## src/rtl/fp64_to_fp16_arb_if.sv

```systemverilog
// Bundle of the requester-side and response-side signals of the shared FP64->FP16 converter.
// Handshakes: a transfer happens on a rising edge where valid and ready are both high. req_ready is
// a same-cycle grant derived from req_valid. rsp_valid never waits on rsp_ready and rsp_* hold while stalled.
interface fp64_to_fp16_arb_if #(
  parameter int NUM_REQ = 4,
  parameter int ID_W    = 2
);
  logic [NUM_REQ-1:0]    req_valid;
  logic [NUM_REQ*64-1:0] req_data;
  logic [NUM_REQ-1:0]    req_ready;
  logic                  rsp_valid;
  logic                  rsp_ready;
  logic [15:0]           rsp_data;
  logic [ID_W-1:0]       rsp_id;
  logic                  busy;

  modport master (
    output req_valid, req_data, rsp_ready,
    input  req_ready, rsp_valid, rsp_data, rsp_id, busy
  );

  modport slave (
    input  req_valid, req_data, rsp_ready,
    output req_ready, rsp_valid, rsp_data, rsp_id, busy
  );
endinterface

```

## src/rtl/fp64_to_fp16_arb.sv

```systemverilog
// Round-robin arbiter feeding NUM_REQ requesters into one FP64->FP16 converter through
// a two-stage valid/ready pipeline (S1 operand, S2 result).

// Combinational FP64 -> FP16 conversion: truncating, overflow to infinity, NaN quieted.
module fp64_to_fp16 (
  input  logic [63:0] a,
  output logic [15:0] y
);
  logic        sign;
  logic [10:0] exp_f;
  logic [51:0] man_f;
  logic [10:0] sub_sh;
  logic [9:0]  sub_man;
  logic [4:0]  e16;

  assign sign  = a[63];
  assign exp_f = a[62:52];
  assign man_f = a[51:0];

  // Results below 2^-14 become FP16 subnormals: significand scaled to units of 2^-24.
  assign sub_sh  = 11'd1051 - exp_f;
  assign sub_man = 10'({1'b1, man_f} >> sub_sh);
  assign e16     = 5'(exp_f - 11'd1008);

  always_comb begin
    y = {sign, 15'h0};
    if (exp_f == 11'h7FF) begin
      y = (man_f != 52'h0) ? {sign, 5'h1F, 1'b1, man_f[50:42]} : {sign, 5'h1F, 10'h0};
    end else if (exp_f > 11'd1038) begin
      y = {sign, 5'h1F, 10'h0};
    end else if (exp_f >= 11'd1009) begin
      y = {sign, e16, man_f[51:42]};
    end else if (exp_f >= 11'd998) begin
      y = {sign, 5'h0, sub_man};
    end
  end
endmodule

module fp64_to_fp16_arb #(
  parameter int NUM_REQ = 4,
  parameter int ID_W    = 2
) (
  input logic               clk,
  input logic               rst_n,
  fp64_to_fp16_arb_if.slave bus
);
  localparam logic [ID_W:0] NUM_W = (ID_W+1)'(NUM_REQ);

  logic            v1, v2;
  logic [63:0]     s1_data;
  logic [ID_W-1:0] s1_id;
  logic [15:0]     s2_data;
  logic [ID_W-1:0] s2_id;
  logic [ID_W-1:0] ptr;

  logic               gnt_valid;
  logic [ID_W-1:0]    gnt_idx;
  logic [ID_W:0]      cand;
  logic [63:0]        gnt_data;
  logic [ID_W:0]      ptr_inc;
  logic [ID_W-1:0]    nxt_ptr;
  logic [NUM_REQ-1:0] ready_vec;
  logic [15:0]        conv_y;
  logic               adv1, load2, accept;

  fp64_to_fp16 u_conv (
    .a (s1_data),
    .y (conv_y)
  );

  assign load2  = v1 && (!v2 || bus.rsp_ready);
  assign adv1   = !v1 || !v2 || bus.rsp_ready;
  assign accept = gnt_valid && adv1;

  // Scan requesters starting at ptr and wrapping at NUM_REQ; first valid one wins.
  always_comb begin
    gnt_valid = 1'b0;
    gnt_idx   = '0;
    cand      = {1'b0, ptr};
    for (int k = 0; k < NUM_REQ; k++) begin
      if (!gnt_valid && bus.req_valid[cand[ID_W-1:0]]) begin
        gnt_valid = 1'b1;
        gnt_idx   = cand[ID_W-1:0];
      end
      cand = cand + (ID_W+1)'(1);
      if (cand == NUM_W) cand = '0;
    end
  end

  always_comb begin
    gnt_data = '0;
    for (int i = 0; i < NUM_REQ; i++) begin
      if (gnt_idx == ID_W'(i)) gnt_data = bus.req_data[64*i +: 64];
    end
  end

  assign ptr_inc = {1'b0, gnt_idx} + (ID_W+1)'(1);
  assign nxt_ptr = (ptr_inc == NUM_W) ? '0 : ptr_inc[ID_W-1:0];

  // Grant is suppressed during reset so nothing is reported accepted while state is cleared.
  always_comb begin
    ready_vec = '0;
    if (rst_n && accept) ready_vec[gnt_idx] = 1'b1;
  end

  always_ff @(posedge clk) begin
    if (!rst_n) begin
      v1      <= 1'b0;
      v2      <= 1'b0;
      s1_data <= '0;
      s1_id   <= '0;
      s2_data <= '0;
      s2_id   <= '0;
      ptr     <= '0;
    end else begin
      if (load2) begin
        s2_data <= conv_y;
        s2_id   <= s1_id;
        v2      <= 1'b1;
      end else if (v2 && bus.rsp_ready) begin
        v2 <= 1'b0;
      end
      if (accept) begin
        s1_data <= gnt_data;
        s1_id   <= gnt_idx;
        v1      <= 1'b1;
        ptr     <= nxt_ptr;
      end else if (load2) begin
        v1 <= 1'b0;
      end
    end
  end

  assign bus.req_ready = ready_vec;
  assign bus.rsp_valid = v2;
  assign bus.rsp_data  = s2_data;
  assign bus.rsp_id    = s2_id;
  assign bus.busy      = v1 || v2;
endmodule
```

## src/flat_wrapper.sv

```systemverilog
// flat-port wrapper written by rule: the top's interface ports become plain ports
module fp64_to_fp16_arb_flat 
#(
  parameter int NUM_REQ = 4,
  parameter int ID_W    = 2
)
  (clk, rst_n, bus_req_valid, bus_req_data, bus_rsp_ready, bus_req_ready, bus_rsp_valid, bus_rsp_data, bus_rsp_id, bus_busy);
  fp64_to_fp16_arb_if #(.NUM_REQ(NUM_REQ), .ID_W(ID_W)) bus_i ();
  input logic clk;
  input logic rst_n;
  input wire logic [$bits(bus_i.req_valid)-1:0] bus_req_valid;
  input wire logic [$bits(bus_i.req_data)-1:0] bus_req_data;
  input wire logic [$bits(bus_i.rsp_ready)-1:0] bus_rsp_ready;
  output wire logic [$bits(bus_i.req_ready)-1:0] bus_req_ready;
  output wire logic [$bits(bus_i.rsp_valid)-1:0] bus_rsp_valid;
  output wire logic [$bits(bus_i.rsp_data)-1:0] bus_rsp_data;
  output wire logic [$bits(bus_i.rsp_id)-1:0] bus_rsp_id;
  output wire logic [$bits(bus_i.busy)-1:0] bus_busy;
  assign bus_i.req_valid = bus_req_valid;
  assign bus_i.req_data = bus_req_data;
  assign bus_i.rsp_ready = bus_rsp_ready;
  assign bus_req_ready = bus_i.req_ready;
  assign bus_rsp_valid = bus_i.rsp_valid;
  assign bus_rsp_data = bus_i.rsp_data;
  assign bus_rsp_id = bus_i.rsp_id;
  assign bus_busy = bus_i.busy;
  fp64_to_fp16_arb #(.NUM_REQ(NUM_REQ), .ID_W(ID_W)) u_core (.clk(clk), .rst_n(rst_n), .bus(bus_i));
endmodule
```

## config.mk

```make
export PLATFORM = sky130hd
export DESIGN_NAME = fp64_to_fp16_arb_flat
export DESIGN_NICKNAME = d
export VERILOG_FILES = /design/src/rtl/fp64_to_fp16_arb_if.sv /design/src/rtl/fp64_to_fp16_arb.sv /design/src/flat_wrapper.sv
export SDC_FILE = /design/constraint.sdc
export NUM_CORES = 1
export LEC_CHECK = 0
export BUFFER_PORTS_ARGS = -buffer_cell sky130_fd_sc_hd__buf_4
export CORE_AREA = 2 2 159 130
export DETAILED_ROUTE_END_ITERATION = 6
export DIE_AREA = 0 0 161 132
export PLACE_DENSITY = 0.62
export SLEW_MARGIN = 20
export SYNTH_ARGS = -nofsm -noshare
export SYNTH_HDL_FRONTEND = slang
export SYNTH_HIERARCHICAL = 1
export SYNTH_SLANG_ARGS = --single-unit
export TNS_END_PERCENT = 100
```

## constraint.sdc

```tcl
create_clock -name clk -period 4.3 [get_ports clk]
set_input_delay 0.86 -clock clk [delete_from_list [all_inputs] [get_ports clk]]
set_output_delay 0.86 -clock clk [all_outputs]
set_load 0.1 [all_outputs]
```

==> results of run 1 <==
-- worst paths after layout --
check | from | endpoint | slack, ns | cells past startpoint
worst max register to register | u_core/ptr[1] | u_core/s1_data[42] | 0.55 | 12
worst min-delay path | u_core/bus.rsp_data[2] | u_core/bus.rsp_data[2] | 0.45 | 2
worst min register to register | u_core/bus.rsp_data[2] | u_core/bus.rsp_data[2] | 0.45 | 2
worst max-delay path | u_core/ptr[1] | bus_req_ready[2] | 0.36 | 10
-- sequential cells by signal, indices dropped and copies added, names as in the netlist --
name and count:
u_core/ptr 2, u_core/bus.rsp_id 2, u_core/bus.rsp_data 16, u_core/bus.rsp_valid 1, u_core/v1 1, u_core/s1_id 2, u_core/s1_data 64
-- kinds of logic after synthesis --
logic type	Yosys count	share of synthesized area [%]
fa+ha+maj	8	1.47
xor+xnor	3	0.386
compound gates	344	34.3
simple gates	274	21.3
buf+inv	119	7.82
mux	40	8.83
flops	88	25.9
-- area by class of cell --
class | instances | area (um^2)
Fill cell | 2015 | 10200
Multi-Input combinational cell | 669 | 4560
Timing Repair Buffer | 305 | 2330
Sequential cell | 88 | 1760
Tap cell | 264 | 330
Clock buffer | 10 | 239
Clock inverter | 6 | 75.1
Inverter | 18 | 68.8
-- metal layers --
layer	vias to the layer above	share of wire [%]	GRT usage, %	wire (um)
met5	-	0	0	0
met4	0	1.2	3.92	289
met3	21	7.1	5.28	1780
met2	294	46	35.1	11400
met1	3600	46	31.5	11500
li1	3773	-	-	-
-- power by group --
group | switching [mW] | total, mW | internal, mW
Combinational | 2.82 | 4.94 | 2.12
Clock | 0.349 | 0.825 | 0.476
Sequential | 0.289 | 1.38 | 1.09
Total | 3.46 | 7.15 | 3.68
-- cell usage after synthesis, drive strengths merged, types with 8 or more instances --
library cell    n  share of area [%]
nand2          67                3.7
nor2b          71                6.5
ha              8                1.5
nand3          16                1.2
nor4           13                1.2
o21ai          17                1.4
a211oi         66                8.0
nor3           69                5.1
inv            17               0.94
a21oi         157                 12
dfxtp          88                 26
a221oi         65                8.6
buf            34                3.1
nor2           10               0.74
mux2i          18                2.6
mux4           15                5.0
clkbuf         67                3.7
-- tightest hold or removal path: stages, from the launching register on --
cell and delay [ns]:
dfxtp_1 0.31, nand2_1 0.05, a21oi_1 0.05
-- through the flow --
step	util [%]	setup slack, ns
global route	47.9	0.132
CTS	47.8	0.231
floorplan	-	0.177
finish	47.9	0.363
global placement	46.2	0.403
detailed placement	46.2	0.329
==> metrics.md, run 1 <==
| Metric | Value |
|---|---|
| Synth Flop Type | dfxtp_1 |
| RSZ-0062 raised after global routing | no |
| Worst Tran Pin Value | 0.987 ns |
| Number of flops mapped to enable cells by yosys | 0 |
| Share of post-route cells with drive strength above 1 | 34.4% |
| Asr flop ratio synth | 0% |
| Leakage | ~3.7 nW |
| Total power | 7.15 mW |
| Status | completed |
| Worst Setup End Kind | primary output |
| Via density per instance | 5.65 |
| Setup_tns | 0 ns |
| Peak VDD IR | 0.000604 V |
| Netlist cell types | 66 |
| Worst path arrival time | 3.08 ns |
| CP Max Fanout | 20 |
| Final ANT Viol Nets | 0 |
| Clock sinks | 88 |
| Nets | 1,362 |
| Relative slew slack | 34.2% |
| Cell Area, Synth | 6800 um^2 |
| Top delay family on crit path | adder cells |
| Clock-pin slew on the worst setup and hold paths | 0.07 ns |
| Via Count | 7,688 |
| Crit path cell chain | ha_2 > buf_4 > mux2i_1 > and3_1 > o22ai_1 > a21boi_1 > buf_4 > ha_4 > and3_2 > buf_4 |
| Placed cells | 1,344 |
| Syn Area/Cell | 7.76 um^2 |
| Critical setup path kind | flip-flop to primary output |
| Pwr Density | 763 nW/um^2 |
| Skew final | 0.0140 ns |
| Port Buffers | 286 |
| Clock Path Buffers | 2 |
| WL final | 25.0 mm |
| Core area | 19,600 um^2 |
| Number of global-route vias before repair | 7,204 |
| Global-route wire length before repair | 38.7 mm |
| Min Hold Slack | approximately 0.45 ns |
| Period utilization | 91.6% |
| Post-CTS Hold Buffers | 0 |
| Clock Latency Late Sink | 0.34 ns |
| WP buf/inv | 3 |
| Setup Viol. Count Final | 0 |
| Initial Utilization | between 30% and 40% |
| H-tree depth | 3 |
| CP peak stage delay | 0.42 ns |
| CP Data Required Time | approximately 3.4 ns |
| Mapped Cells | between 800 and 900 |
| Drt initial violations | 485 |
| Die Y-Extent | 132 um |
| Tmin final | 3.94 ns |
| Pin count of the biggest net entering global routing | 129 |
| Post-route insts no fill | 1,360 |
| Die area | 21,300 um^2 |
| Commonest non-fill, non-tap cell in the layout | buf_4 |
| Routed len/inst | 18.4 um |
| Post-CTS Resized | 0 |
| Fmax | ~0.25 GHz |
| Antenna diode count | 0 |
| Die width | 161 um |
| Overflow after GRT | 0 |
| DPL Wire Length | 18.3 mm |
| Total number of yosys warnings | 6 |
| Max cap viols | 0 |
| Fin. Hold Viols | 0 |
| Slowest cell on crit path | ha_2 |
| Site Rows | 46 |
| Setup Buffers After CTS | 0 |
| CTS tree | built |
| Post-route cell area | 9360 um^2 |
| Total Routing Usage GR | 22.3% |
| RePlAce Congestion | 0.891 |
| Register area share after synthesis | 25.9% |
| Syn_nets | about 1,100 |
| DP Area | 9040 um^2 |
| Top-Level Pins | 287 |
| Commonest non-fill, non-tap cells in the layout | buf_4 (302), a21oi_1 (157), dfxtp_1 (87) |
| Antenna violations before repair | 0 |
| DRC | 0 |
| Max Slew Vio Count | 0 |
| Worst hold path class | flip-flop to flip-flop |
| Yosys reg bits | between 80 and 90 |
| Root Buffer | clkbuf_16 |
| CTS buffer count | 9 |
| Synth-to-layout area growth | 37.7% |
| DRT Pass-1 Iters | 5 |
| CP Launch Type | flip-flop |
| Top cell by count, worst path | buf_4 |
No activity file was read; power rests on OpenSTA's default activity.
==> run 2, diff against run 1 <==
--- a/config.mk
+++ b/config.mk
@@ -7,6 +7,7 @@
 export LEC_CHECK = 0
 export BUFFER_PORTS_ARGS = -buffer_cell sky130_fd_sc_hd__buf_4
 export CORE_AREA = 2 2 159 130
+export CTS_BUF_LIST = sky130_fd_sc_hd__clkbuf_8
 export DETAILED_ROUTE_END_ITERATION = 6
 export DIE_AREA = 0 0 161 132
 export PLACE_DENSITY = 0.62
==> run 2 against run 1 <==
Via count decreased by 0.30%; design area decreased by 1.1%; power decreased by 2.9%.
==> metrics.md, run 2 (synthesized netlist as in run 1, its figures left out) <==
| Metric | Value |
|---|---|
| Status | completed |
| Post-CTS Hold Buffers | 0 |
| Antenna violations before repair | 0 |
| Number of global-route vias before repair | 7,214 |
| Setup Viol. Count Final | 0 |
| Met2 WL | around 11 mm |
| CTS buffer count | 9 |
| Multi-input gate area | 4560 um^2 |
| Antenna diode count | 0 |
| Period utilization | 92.6% |
| Fillers | 2,026 |
| Worst hold path class | flip-flop to flip-flop |
| Peak VDD IR | 0.000603 V |
| Leakage | 3.65 nW |
| Skew final | 0.0165 ns |
| Fmax | 0.251 GHz |
| CP Depth | 10 |
| WL final | 25.0 mm |
| Top delay family on crit path | adder cells |
| DRT Pass-1 Iters | 5 |
| RSZ-0062 raised after global routing | no |
| CP Max Fanout | 20 |
| Synth-to-layout area growth | 36.2% |
| Overflow after GRT | 0 |
| WP buf/inv | 3 |
| CTS tree | built |
| Max Slew Vio Count | 0 |
| Clock-pin slew on the worst setup and hold paths | 0.09 ns |
| Fin. Hold Viols | 0 |
| Final ANT Viol Nets | 0 |
| Root Buffer | clkbuf_8 |
| Highest Signal Layer | met4 |
| Pin count of the biggest net entering global routing | 129 |
| Share of post-route cells with drive strength above 1 | 34.4% |
| Commonest non-fill, non-tap cells in the layout | buf_4 (302), a21oi_1 (157), dfxtp_1 (87) |
| Critical setup path kind | flip-flop to primary output |
| Commonest non-fill, non-tap cell in the layout | buf_4 |
| CP Launch Type | flip-flop |
| CP peak stage delay | 0.42 ns |
| Total Routing Usage GR | 22.3% |
| Port Buffers | 286 |
| Crit path cell chain | ha_2 > buf_4 > mux2i_1 > and3_1 > o22ai_1 > a21boi_1 > buf_4 > ha_4 > and3_2 > buf_4 |
| DRC | 0 |
| RePlAce Congestion | 0.891 |
| Relative slew slack | 33.2% |
| Slowest cell on crit path | ha_2 |
| Top-Level Pins | between 200 and 300 |
| Nets | 1,362 |
| Worst Setup End Kind | primary output |
| Worst Reg2Reg Path Length in Cells | 12 |
| Drt initial violations | 535 |
| Top reg by flops | u_core/s1_data |
| M1 WL | 11.4 mm |
| DPL Wire Length | around 18 mm |
| Metal3 WL | 1.92 mm |
| Die Y-Extent | 132 um |
| Core area | 19,600 um^2 |
| Pwr Density | 749 nW/um^2 |
| H-tree depth | 3 |
| Clock Latency Late Sink | 0.37 ns |
| Routed len/inst | 18.4 um |
| Worst Tran Pin Value | around 1.0 ns |
| Via Count | 7,665 |
| Hold path depth | 2 |
| Tmin final | 3.98 ns |
| Max reg flops | 64 |
| Setup_tns | 0 ns |
| Worst path arrival time | approximately 3.1 ns |
| Clock sinks | 88 |
| CP Data Required Time | 3.44 ns |
| Register area | ~1800 um^2 |
| Initial Utilization | around a third |
| Global-route wire length before repair | a little under 40 mm |
| Setup Buffers After CTS | 0 |
| Die area | 21,300 um^2 |
| Max cap viols | 0 |
| Site Rows | 46 |
| Die width | about 160 um |
| Min Hold Slack | 0.457 ns |
| Via density per instance | 5.64 |
| Clock Path Buffers | 2 |
| Top cell by count, worst path | buf_4 |
-- run 2: final cells by class --
type,count,area share [%]
Inverter,18,0.743
Clock buffer,10,1.49
Timing Repair Buffer,305,25.1
Tap cell,264,3.57
Clock inverter,6,0.810
Multi-Input combinational cell,669,49.2
Sequential cell,88,19.0
-- run 2: per-layer routing --
layer,vias up,track usage (%)
li1,3764,-
met1,3567,31.4
met2,310,34.6
met3,24,5.19
met4,0,4.96
met5,-,0
-- run 2: power by group --
group | internal (mW) | total, mW | leakage [nW] | switching [mW]
logic | 2.12 | 4.94 | 2.82 | 2.82
clock network | 0.294 | 0.619 | 0.105 | 0.325
registers | 1.09 | 1.38 | 0.727 | 0.289
-- run 2: timing repair --
item,CTS,global route
resized for setup,0,2
hold endpoints to repair,0,0
endpoints found under the setup margin,0,1
-- run 2: through the flow --
step                instances  total power, mW  utilization, %  instance area [um^2]  setup slack (ns)
finish                   1360             6.94            47.3                  9260             0.320
global route             1360             7.52            47.3                  9260            0.0861
CTS                      1360             6.92            47.3                  9260             0.186
global placement         1344             6.24            46.2                  9040             0.403
detailed placement       1344             6.29            46.2                  9040             0.329
floorplan                 876             5.06               -                  6810             0.177
-- run 2: path summary, 6_finish.rpt --
check | endpoint | from | slack (ns)
max reg2reg | u_core/s1_data[42] | u_core/ptr[1] | 0.59
max | bus_req_ready[2] | u_core/ptr[1] | 0.32
min | u_core/bus.rsp_data[2] | u_core/bus.rsp_data[2] | 0.46
min reg2reg | u_core/bus.rsp_data[2] | u_core/bus.rsp_data[2] | 0.46
-- run 2: tightest hold or removal path: stages, from the launching register on --
cell and delay (ns):
dfxtp_1 0.32, nand2_1 0.05, a21oi_1 0.05
==> run 3, diff against run 2 <==
--- a/config.mk
+++ b/config.mk
@@ -10,8 +10,8 @@
 export CTS_BUF_LIST = sky130_fd_sc_hd__clkbuf_8
 export DETAILED_ROUTE_END_ITERATION = 6
 export DIE_AREA = 0 0 161 132
+export MAX_ROUTING_LAYER = met4
 export PLACE_DENSITY = 0.62
-export SLEW_MARGIN = 20
 export SYNTH_ARGS = -nofsm -noshare
 export SYNTH_HDL_FRONTEND = slang
 export SYNTH_HIERARCHICAL = 1
==> constraint.sdc (replaced) <==
create_clock -name clk -period 4.3 [get_ports clk]
set_input_delay 0.43 -clock clk [delete_from_list [all_inputs] [get_ports clk]]
set_output_delay 0.43 -clock clk [all_outputs]
set_load 0.1 [all_outputs]
==> run 3 against run 2 <==
Worst hold slack lost 0.11 ns; clock skew increased by 0.0038 ns; routed wire length grew 3.7%; critical path depth decreased by 2; count of clock-buffer cells in the layout fell by 1; clock power fell by 6.5%; global-route usage rose by 1.8 points; first-iteration DRC count grew 36%; critical endpoint is now bus_req_ready[3]; largest power group unchanged.
==> metrics.md, run 3 (synthesized netlist as in run 1, its figures left out) <==
| Metric | Value |
|---|---|
| Pre-CTS setup slack | 0.224 ns |
| DRC | 0 |
| Top reg by flops | u_core/s1_data |
| Max reg flops | between 60 and 70 |
| Pwr Density | ~750 nW/um^2 |
| Fin. Hold Viols | 0 |
| Fillers | 2,008 |
| Pin count of the biggest net entering global routing | 74 |
| Total Routing Usage GR | 24.0% |
| Worst Setup End Kind | primary output |
| Multi-input gate area | around 4600 um^2 |
| Global-route wire length before repair | 40.3 mm |
| Total power | 6.93 mW |
| Max cap viols | 0 |
| Via Count | 7,733 |
| Post-CTS Hold Buffers | 0 |
| CP peak stage delay | 0.58 ns |
| Setup Viol. Count Final | 0 |
| Initial Utilization | a little over a third |
| Placed cells | 1,343 |
| Worst Tran Pin Value | 1.07 ns |
| Min Hold Slack | 0.343 ns |
| Leakage | about 3.7 nW |
| Share of post-route cells with drive strength above 1 | 34.0% |
| Number of global-route vias before repair | 7,367 |
| Fmax | 0.249 GHz |
| Post-route insts no fill | 1,363 |
| Skew final | 0.0203 ns |
| Final worst setup slack | a little under 0.3 ns |
| Clk network pwr share | ~8.3% |
| Clock Path Buffers | 2 |
| H-tree depth | 3 |
| Comb pwr share | 72.0% |
| Tmin final | 4.01 ns |
| Slowest cell on crit path | dfxtp_1 |
| Top delay family on crit path | adder cells |
| Die width | 161 um |
| Drt initial violations | 727 |
| WL final | 25.9 mm |
| CTS buffer count | 9 |
| Nets | 1,363 |
| Root Buffer | clkbuf_8 |
| Worst hold path class | input port to flip-flop |
| Max Slew Vio Count | 0 |
| CTS tree | built |
| Setup_tns | 0 ns |
| NetSw | 3.47 mW |
| DRT Pass-1 Iters | 5 |
| Period utilization | 93.3% |
| Cell internal pwr | 3.46 mW |
| Port Buffers | around 290 |
| Via density per instance | 5.67 |
| Status | completed |
| Peak VDD IR | 0.000445 V |
| CP Data Required Time | just under 4 ns |
| RSZ-0062 raised after global routing | no |
| Top-Level Pins | approximately 290 |
| Die area | 21,300 um^2 |
| RePlAce Congestion | 0.948 |
| Net Sw Frac | 50.1% |
| Clock-pin slew on the worst setup and hold paths | 0.11 ns |
| Site Rows | 46 |
| Antenna violations before repair | 2 |
| Core area | approximately 20,000 um^2 |
| Critical setup path kind | flip-flop to primary output |
| Final ANT Viol Nets | 0 |
| Sequential power share | between 15 and 20% |
| Commonest non-fill, non-tap cell in the layout | buf_4 |
| Crit path cell chain | ha_2 > mux2_4 > nor3_1 > o22ai_1 > a21boi_1 > ha_4 > and3_1 > buf_4 |
| CP Launch Type | flip-flop |
| CP Max Fanout | 22 |
| Synth-to-layout area growth | 36.4% |
| Relative slew slack | 28.2% |
| Worst path arrival time | 3.58 ns |
| Register area | around 1800 um^2 |
| Clock sinks | 88 |
| WP buf/inv | 1 |
| Routed len/inst | 19.0 um |
| DPL Wire Length | between 15 and 20 mm |
| Clock Latency Late Sink | approximately 0.37 ns |
| Overflow after GRT | 0 |
| Die Y-Extent | 132 um |
| Commonest non-fill, non-tap cells in the layout | buf_4 (301), a21oi_1 (157), dfxtp_1 (88) |
==> run 3: final timing paths <==
check	from	to	slack [ns]	cells past startpoint
max reg2reg	u_core/ptr[1]	u_core/s1_data[44]	0.32	13
min	rst_n	u_core/s1_id[0]	0.34	2
min reg2reg	u_core/bus.rsp_data[14]	u_core/bus.rsp_data[14]	0.46	2
max	u_core/ptr[1]	bus_req_ready[3]	0.29	8
==> run 3: power groups by stage <==
stage / registers [mW] / logic, mW / clock network, mW
CTS: 1.35 / 4.91 / 0.598
detailed placement: 1.37 / 4.87 / 0
global placement: 1.37 / 4.83 / 0
floorplan: 1.36 / 3.69 / 0
finish: 1.36 / 4.99 / 0.579
global route: 1.40 / 5.48 / 0.625
==> run 3: timing repair <==
item                                    CTS  global route
pin swaps                                 1             1
endpoints found under the setup margin    1            25
resized for setup                         0             1
setup buffers                             1             1
==> run 3: area by class of cell <==
class / count / area share [%]
multi-input cells: 669 / 49.1
repair buffers: 306 / 25.5
flip-flops and latches: 88 / 19.0
well taps: 264 / 3.56
clock buffers: 9 / 1.33
inverters: 18 / 0.742
clock inverters: 7 / 0.728
diodes: 2 / 0.0539
==> run 3: stage by stage <==
stage / instance area [um^2] / util, %
2_1_floorplan: 6800 / -
3_3_place_gp: 9030 / 46.2
3_5_place_dp: 9030 / 46.2
4_1_cts: 9240 / 47.2
5_1_grt: 9280 / 47.4
6_report: 9280 / 47.4
==> run 3: metal layers <==
layer / global-route usage [%] / up-vias / routed length (um)
met5: - / - / 0
met4: 4.91 / 0 / 439
met3: 5.19 / 31 / 1910
met2: 36.4 / 326 / 11700
met1: 33.0 / 3615 / 11900
li1: - / 3761 / -
